--- config.mk ---
export PLATFORM = sky130hd
export DESIGN_NAME = divider_ctrl
export DESIGN_NICKNAME = d
export VERILOG_FILES = /design/src/rtl/div_pkg.sv /design/src/rtl/divider_ctrl_div.sv /design/src/rtl/divider_ctrl.sv
export SDC_FILE = /design/constraint.sdc
export NUM_CORES = 1
export LEC_CHECK = 0
export ABC_CLOCK_PERIOD_IN_PS = 15900
export CAP_MARGIN = 25
export CORE_MARGIN = 1.5
export CORE_UTILIZATION = 30
export DETAILED_ROUTE_END_ITERATION = 7
export GPL_TIMING_DRIVEN = 0
export HOLD_SLACK_MARGIN = 0.06
export PLACE_DENSITY_LB_ADDON = 0.08
export SETUP_SLACK_MARGIN = 0.5
export SLEW_MARGIN = 20
export SYNTH_ARGS = -nofsm -noshare
export SYNTH_HDL_FRONTEND = slang
export SYNTH_SLANG_ARGS = --single-unit
--- constraint.sdc ---
create_clock -name CLK -period 15.9 [get_ports CLK]
set_input_delay 3.18 -clock CLK [delete_from_list [all_inputs] [get_ports CLK]]
set_output_delay 3.18 -clock CLK [all_outputs]
set_load 0.02 [all_outputs]
--- src/rtl/div_pkg.sv ---
//------------------------------------------------------------------------------
// Module   : div_pkg
// Purpose  : Shared FSM state encoding and default operand widths for divider_ctrl.
// Revision : 1.0
//------------------------------------------------------------------------------
`default_nettype none

package div_pkg;

    localparam int c_DEVIDENT_LENGTH = 10;
    localparam int c_DIVISOR_LENGTH  = 5;

    typedef enum logic [1:0] {
        IDLE = 2'd0,
        CALC = 2'd1,
        HOLD = 2'd2
    } state_t;

endpackage

`default_nettype wire

--- src/rtl/divider_ctrl_div.sv ---
//------------------------------------------------------------------------------
// Module   : divider_ctrl_div
// Purpose  : Combinational unsigned restoring divider (quotient and remainder).
// Revision : 1.0
//------------------------------------------------------------------------------
`default_nettype none

module divider_ctrl_div
    import div_pkg::*;
#(
    parameter int DEVIDENT_LENGTH = c_DEVIDENT_LENGTH,
    parameter int DIVISOR_LENGTH  = c_DIVISOR_LENGTH
) (
    input  logic [DEVIDENT_LENGTH-1:0] i_dividend,
    input  logic [DIVISOR_LENGTH-1:0]  i_divisor,
    output logic [DEVIDENT_LENGTH-1:0] o_quotient,
    output logic [DIVISOR_LENGTH-1:0]  o_remainder
);

    // One guard bit above the divisor width holds the shifted partial remainder.
    logic [DIVISOR_LENGTH:0]    w_part;
    logic [DEVIDENT_LENGTH-1:0] w_quot;

    always_comb begin
        w_part = '0;
        w_quot = '0;
        for (int i = DEVIDENT_LENGTH - 1; i >= 0; i--) begin
            w_part = {w_part[DIVISOR_LENGTH-1:0], i_dividend[i]};
            if (w_part >= {1'b0, i_divisor}) begin
                w_part    = w_part - {1'b0, i_divisor};
                w_quot[i] = 1'b1;
            end
        end
    end

    assign o_quotient  = w_quot;
    assign o_remainder = w_part[DIVISOR_LENGTH-1:0];

endmodule

`default_nettype wire

--- src/rtl/divider_ctrl.sv ---
//------------------------------------------------------------------------------
// Module   : divider_ctrl
// Purpose  : Valid/ready wrapper around a combinational divider (IDLE/CALC/HOLD).
//            Define DIV_ZERO_CHECK_EN to flag and override divide-by-zero results.
// Revision : 1.0
//------------------------------------------------------------------------------
`default_nettype none

module divider_ctrl
    import div_pkg::*;
#(
    parameter int DEVIDENT_LENGTH = c_DEVIDENT_LENGTH,
    parameter int DIVISOR_LENGTH  = c_DIVISOR_LENGTH
) (
    input  logic                       CLK,
    input  logic                       RST,
    input  logic                       In_Valid,
    output logic                       In_Ready,
    input  logic [DEVIDENT_LENGTH-1:0] OperA,
    input  logic [DIVISOR_LENGTH-1:0]  OperD,
    output logic                       Out_Valid,
    input  logic                       Out_Ready,
    output logic [DEVIDENT_LENGTH-1:0] Quotient,
    output logic [DIVISOR_LENGTH-1:0]  Remainder,
    output logic                       Div_By_Zero
);

    state_t                     r_state;
    state_t                     w_state_nxt;
    logic [DEVIDENT_LENGTH-1:0] r_opa;
    logic [DIVISOR_LENGTH-1:0]  r_opd;
    logic [DEVIDENT_LENGTH-1:0] r_quot;
    logic [DIVISOR_LENGTH-1:0]  r_rem;
    logic [DEVIDENT_LENGTH-1:0] w_div_q;
    logic [DIVISOR_LENGTH-1:0]  w_div_r;
    logic [DEVIDENT_LENGTH-1:0] w_quot_sel;
    logic [DIVISOR_LENGTH-1:0]  w_rem_sel;

    divider_ctrl_div #(
        .DEVIDENT_LENGTH (DEVIDENT_LENGTH),
        .DIVISOR_LENGTH  (DIVISOR_LENGTH)
    ) u_div (
        .i_dividend  (r_opa),
        .i_divisor   (r_opd),
        .o_quotient  (w_div_q),
        .o_remainder (w_div_r)
    );

    always_ff @(posedge CLK) begin
        if (!RST) begin
            r_state <= IDLE;
        end else begin
            r_state <= w_state_nxt;
        end
    end

    always_comb begin
        w_state_nxt = r_state;
        In_Ready    = 1'b0;
        Out_Valid   = 1'b0;
        case (r_state)
            IDLE: begin
                In_Ready = 1'b1;
                if (In_Valid) begin
                    w_state_nxt = CALC;
                end
            end
            CALC: begin
                w_state_nxt = HOLD;
            end
            HOLD: begin
                Out_Valid = 1'b1;
                if (Out_Ready) begin
                    w_state_nxt = IDLE;
                end
            end
            default: begin
                w_state_nxt = IDLE;
            end
        endcase
    end

`ifdef DIV_ZERO_CHECK_EN
    logic w_dbz;
    logic r_dbz;

    // A zero divisor bypasses the divider: saturated quotient, low dividend bits as remainder.
    assign w_dbz      = (r_opd == '0);
    assign w_quot_sel = w_dbz ? '1 : w_div_q;
    assign w_rem_sel  = w_dbz ? r_opa[DIVISOR_LENGTH-1:0] : w_div_r;

    always_ff @(posedge CLK) begin
        if (!RST) begin
            r_dbz <= 1'b0;
        end else if (r_state == CALC) begin
            r_dbz <= w_dbz;
        end
    end

    assign Div_By_Zero = r_dbz;
`else
    assign w_quot_sel  = w_div_q;
    assign w_rem_sel   = w_div_r;
    assign Div_By_Zero = 1'b0;
`endif

    always_ff @(posedge CLK) begin
        if (!RST) begin
            r_opa  <= '0;
            r_opd  <= '0;
            r_quot <= '0;
            r_rem  <= '0;
        end else begin
            if (r_state == IDLE && In_Valid) begin
                r_opa <= OperA;
                r_opd <= OperD;
            end
            if (r_state == CALC) begin
                r_quot <= w_quot_sel;
                r_rem  <= w_rem_sel;
            end
        end
    end

    assign Quotient  = r_quot;
    assign Remainder = r_rem;

endmodule

`default_nettype wire

## Word-level counts from Yosys, hierarchy flattened

Index checks and enable logic that the tools add are counted.
Widths: inputs -> output; s select.

- Latch bits: 0
- Output and inout bits: 18
- Memories kept: 0
- RAM bits: 0
- Flip-flop bits (word level): 32
- Word-level logic and storage cells: 57
- ROM bits: 0
- Bits of input ports: 19

- Multiply operators: 0
- Div/mod/pow operators: 0
- Eq/ne operators: 4
- Reductions and logical operators: 3
- $add $sub $neg: 10
- Muxes and demuxes: 25
- Shift operators: 0
- Order comparisons: 10
- Bitwise operators: 0

Operators with widths:

| cell | count |
|---|---|
| $ge 6x5->1 | 9 |
| $mux 5 | 10 |
| $sub 5x5->5 | 9 |
| $mux 1 | 12 |
| $pmux 2 s3 | 1 |
| $ge 1x5->1 | 1 |
| $sub 1x5->5 | 1 |
| $mux 2 | 2 |
| $ne 2x2->1 const B | 2 |
| $eq 2x1->1 const B | 1 |
| $eq 2x2->1 const B | 1 |
| $logic_not 2->1 | 1 |
| $reduce_and 2->1 | 1 |
| $logic_and 1x1->1 | 1 |

## Depth between registers and ports, before layout

- Depth after elaboration: 20
- Depth in mapped cells: 84
- Depth with buffers taken out: 82

## Hierarchy

Synthesis repeated with hierarchy kept, for this count alone.

- Cells, all modules: 474
- Area total of the unflattened synthesis: 3836.2 um^2

Modules (own cells, without submodules):

| module | sequential area each (um^2) | area each (um^2) | cells each | times used |
|---|---|---|---|---|
| divider_ctrl_div | 0.0 | 2643.8 | 331 | 1 |
| divider_ctrl | 640.6 | 1192.4 | 143 | 1 |

## Worst setup path before layout

OpenSTA, ideal clock, no wires.

- Path type: reg2reg
- From: reg r_opd[1]
- To: reg r_rem[1], in the netlist Remainder[1]
- Data arrival time: 15.807 ns
- Clock period less this slack: 15.939 ns
- Library setup time: 0.133 ns
- Path buffers: 2
- Cell stages (with the launch flop): 79
- Setup slack: -0.039 ns
- Required time: 15.767 ns
- Cells stage by stage: dfxtp_1 -> inv_1 -> ha_1 -> nor3_1 -> ha_1 -> nand3_1 -> a211o_1 -> nand2_1 -> o21ai_0 -> inv_1 -> ha_1 -> a41o_1 -> o22a_1 -> a211oi_4 -> mux2_2 -> fa_1 -> nor2b_1 -> o21ai_0 -> (+43 left out) -> nand2_1 -> a21boi_0 -> o21ai_0 -> nand2b_1 -> a221oi_1 -> o221a_1 -> buf_6 -> mux2i_1 -> ha_1 -> a21o_1 -> a21oi_1 -> nor2b_1 -> o21ai_0 -> nand2b_1 -> a2111oi_2 -> mux2i_4 -> mux2i_1 -> a21oi_1

- Word-level cells in the longest chain between the ends: 20
- Elaborated cells on any way between the ends: 30
- Those cells by class: add/sub (10); order compare (10); mux (10)

Ends and longest elaborated chain:

| what | RTL line | source |
|---|---|---|
| start: declaration | divider_ctrl.sv:31 | `logic [DIVISOR_LENGTH-1:0] r_opd;` |
| start signal: assignment | divider_ctrl.sv:116 | `r_opd <= OperD;` |
| $sub 1x5->5 / $ge 1x5->1 (equally long branches) | divider_ctrl_div.sv:30, divider_ctrl_div.sv:29 |  |
| $mux 5 | divider_ctrl_div.sv:29 | `if (w_part >= {1'b0, i_divisor}) begin` |
| $sub 5x5->5 / $ge 6x5->1 (equally long branches) | divider_ctrl_div.sv:30, divider_ctrl_div.sv:29 |  |
| $mux 5 | divider_ctrl_div.sv:29 |  |
| $sub 5x5->5 / $ge 6x5->1 (equally long branches) | divider_ctrl_div.sv:30, divider_ctrl_div.sv:29 |  |
| $mux 5 | divider_ctrl_div.sv:29 |  |
| $sub 5x5->5 / $ge 6x5->1 (equally long branches) | divider_ctrl_div.sv:30, divider_ctrl_div.sv:29 |  |
| $mux 5 | divider_ctrl_div.sv:29 |  |
| (+4 left out) | - |  |
| $sub 5x5->5 / $ge 6x5->1 (equally long branches) | divider_ctrl_div.sv:30, divider_ctrl_div.sv:29 |  |
| $mux 5 | divider_ctrl_div.sv:29 |  |
| $sub 5x5->5 / $ge 6x5->1 (equally long branches) | divider_ctrl_div.sv:30, divider_ctrl_div.sv:29 |  |
| $mux 5 | divider_ctrl_div.sv:29 |  |
| $ge 6x5->1 / $sub 5x5->5 (equally long branches) | divider_ctrl_div.sv:29, divider_ctrl_div.sv:30 |  |
| $mux 5 | divider_ctrl_div.sv:29 |  |
| $sub 5x5->5 / $ge 6x5->1 (equally long branches) | divider_ctrl_div.sv:30, divider_ctrl_div.sv:29 |  |
| $mux 5 * | divider_ctrl_div.sv:29 |  |
| end signal: assignment | divider_ctrl.sv:120 | `r_rem <= w_rem_sel;` |
| end: declaration | divider_ctrl.sv:33 | `logic [DIVISOR_LENGTH-1:0] r_rem;` |

Every way passes the cells marked *; elsewhere a longest branch is shown, timed or not.
A chain may end at the register's enable or synchronous reset.

## Worst setup path in the final report

- From: reg r_opd[1]
- To: reg r_rem[4], in the netlist Remainder[4]

The elaborated chain is that of the path after synthesis.

==> results.md <==
- Outcome: finished clean
- Post-synth EDFFs: 0
- First-pass GRT wire length: 18.9 mm
- Cell variety after synth: 64
- Mean routed wirelength per cell: 16.9 um
- Clk buf depth: 2
- Largest cells by area after synthesis: dfxtp_1 (17%), ha_1 (16%), a21oi_1 (7.2%), fa_1 (4.9%), nand2_1 (4.9%)
- Clock root buffer: clkbuf_16
- Ports: 37
- Slowest cell on the critical path: or4_4
- DP Area: 4230 sq um
- Die Height: 114 um
- CORE AREA: 12000 sq um
- Via density: 5.10
- Clock transition at the registers of the reported paths: 0.05 ns
- Via count of the routed design: 3650
- R2R cell count: 74
- Post-Synthesis Cells: 457
- Worst skew pair latency: 0.28 ns
- Crit-path max FO: 6
- Mux cell area share after synthesis: 7.84%
- Largest net degree at the start of global routing: 11
- HPWL after DPL: 8.18 mm
- Async SR Flop Fraction: 0%
- FF+latch count, synth: 32
- Syn nets: 531
- Endpoints failing hold: 0
- GR peak layer: met2
- DRT antenna net count: 0
- CP Class: register to register
- Design area: 5540 sq um
- Minimum clock period: 15.21 ns
- Avg Cell Area, Syn: 8.03 sq um
- Most frequent cell after synthesis: a21oi_1
- Worst path max stage delay: 0.55 ns
- CTS Buf Count: 5
- Max-cap violation count: 0
- # clock sinks: 32
- Largest area contributor in the netlist: dfxtp_1
- H-tree depth: 2
- Post-Route WL: 12.1 mm
- Vias in the first global route: 3630
- GR Layer Usage met2: 33.4%
- N_diodes: 0
- Max-Slew Margin vs Limit: 35.8%
- Period utilisation layout: 95.7%
- Post-synthesis cell area: 3670 sq um
- DR DRC count: 0
- FF-to-FF setup slack: 0.69 ns
- Final global-route overflow total: 0
- Row count: 40
- Cts hold-fix bufs: 0
- Clock skew: 0.00357 ns
- Initial antenna violation count: 0
- Synth Area in Adders: 20.6%
- Initial Util: 30.7%
- Post-synthesis compound-gate area fraction: 23.8%
- CTS tree: done
- Critical Path Source: r_opd[1]
- Req. time, crit path: 16.04 ns
- Met1 Usage GRT: 24.1%
- Synth Area in XOR/XNOR: 5.49%
- Worst Setup End Kind: register
- Share of cells above drive strength 1: 32.3%
- Ys flop type: dfxtp_1
- Least-Margin Pin Slew: 0.962 ns
- Nets: 642
- Share of the yosys chip area belonging to registers: 17.5%
- GRT Util Overall: 18.8%
- RSZ-0062 raised after global routing: yes
- Buffers on Ports: 35
- Synth cell count leaders: a21oi_1 (53), nand2_1 (48), ha_1 (46)
- Post-Synth Simple-Gate Area: 19.2%
- TritonRoute pass-1 iters: 4
- Area Growth Syn to Fin: 50.8%
- Yosys top cell area share: 17.5%
- CP startpoint kind: register
- Worst Setup EP: Remainder[4]
- Hold WC Path Type: register to register
- YS warnings: 0
- Drt first-iter violations: 101
- Die area: 12900 sq um
- Worst Path Arrival: 15.35 ns
- GR Util met3: 2.71%
- Max Slew Vio Count: 0
- FMAX: 0.0658 GHz
- Die Width: 114 um
- Largest family of logic cells by synthesized area: compound AO/OA/AOI/OAI gates
- GPL Wtd Cong: 0.817
- Most Frequent Cell on Critical Path: ha_4
- RR Endpoint: Remainder[4]
- Final Setup Violations: 0
- Worst R2R Start: r_opd[1]
## worst min-delay path by stage
stage | cells past startpoint | end | from | slack (ns)
floorplan | 2 | r_opa[1] | r_opa[1] | 0.44
global placement | 2 | r_opa[2] | r_opa[2] | 0.44
detailed placement | 2 | r_opa[2] | r_opa[2] | 0.45
CTS | 2 | r_opa[2] | r_opa[2] | 0.46
global route | 2 | Quotient[0] | Quotient[0] | 0.48
finish | 2 | r_opa[2] | r_opa[2] | 0.45
## registers in the layout, indices dropped and copies added, names as in the netlist
| signal | flops |
|---|---|
| Quotient | 10 |
| Remainder | 5 |
| r_opa | 10 |
| r_state | 2 |
| r_opd | 5 |
## what timing repair did
item,CTS,global route
setup endpoints to repair,7,6
gates resized for setup,57,74
hold endpoints to repair,0,0
pin swaps,16,54
setup buffers,38,31
## critical path: cells and delay by family, from the launching register on
family / cells / cell delay (ns)
multiplexers: 10 / 2.90
buffers and inverters: 5 / 0.57
flip-flops: 1 / 0.36
adder cells (fa/ha/maj): 9 / 2.56
AO/OA/AOI/OAI: 33 / 5.77
AND/OR/NAND/NOR: 17 / 2.88
## layout make-up
| type | count | area, sq um |
|---|---|---|
| fill | 1193 | 6430 |
| inverter | 39 | 153 |
| timing repair buffer | 104 | 880 |
| multi-input combinational | 375 | 3460 |
| clock buffer | 8 | 146 |
| sequential | 32 | 651 |
| buffer | 11 | 60.1 |
| tap | 147 | 184 |
## layer usage
layer | wire length (um) | part of all wire (%) | vias to the layer above
met1 | 5420 | 45 | 1720
met2 | 6050 | 50 | 63
li1 | - | - | 1853
met3 | 478 | 4.0 | 14
met4 | 153 | 1.3 | 0
met5 | 0 | 0 | -
## layout by cell type (no fill, tap or decap), types with 10 or more instances in the layout
| cell | synthesis | final |
|---|---|---|
| a21o_1 | 15 | 15 |
| a21oi_1 | 53 | 47 |
| buf_4 | 1 | 67 |
| clkbuf_1 | 8 | 10 |
| clkdlybuf4s50_1 | 0 | 35 |
| dfxtp_1 | 32 | 28 |
| ha_1 | 46 | 29 |
| ha_4 | 0 | 16 |
| inv_1 | 38 | 33 |
| nand2_1 | 48 | 41 |
| nand2b_1 | 11 | 11 |
| nor2_1 | 30 | 26 |
| xnor2_1 | 14 | 14 |
## stage by stage
step	TNS [ns]	utilization, %	setup slack (ns)	instances	hold WS (ns)
after floorplan	0	-	0.510	457	0.436
after global placement	-13.75	35.4	-2.32	639	0.443
after detailed placement	-13.53	35.4	-2.28	639	0.447
after CTS	0	40.8	0.507	685	0.455
after global routing	-0.155	46.3	-0.0770	716	0.478
final	0	46.3	0.691	716	0.453
## kinds of logic after synthesis
logic type | after synthesis
flip-flops | 32
XOR/XNOR | 23
other | 1
multiplexers | 26
adder cells (fa/ha/maj) | 55
buffers and inverters | 50
AND/OR/NAND/NOR | 138
AO/OA/AOI/OAI | 132
Power is left out: the tool's default activity adds up to more than one toggle a clock period on the data nets, which glitch-free logic cannot reach.
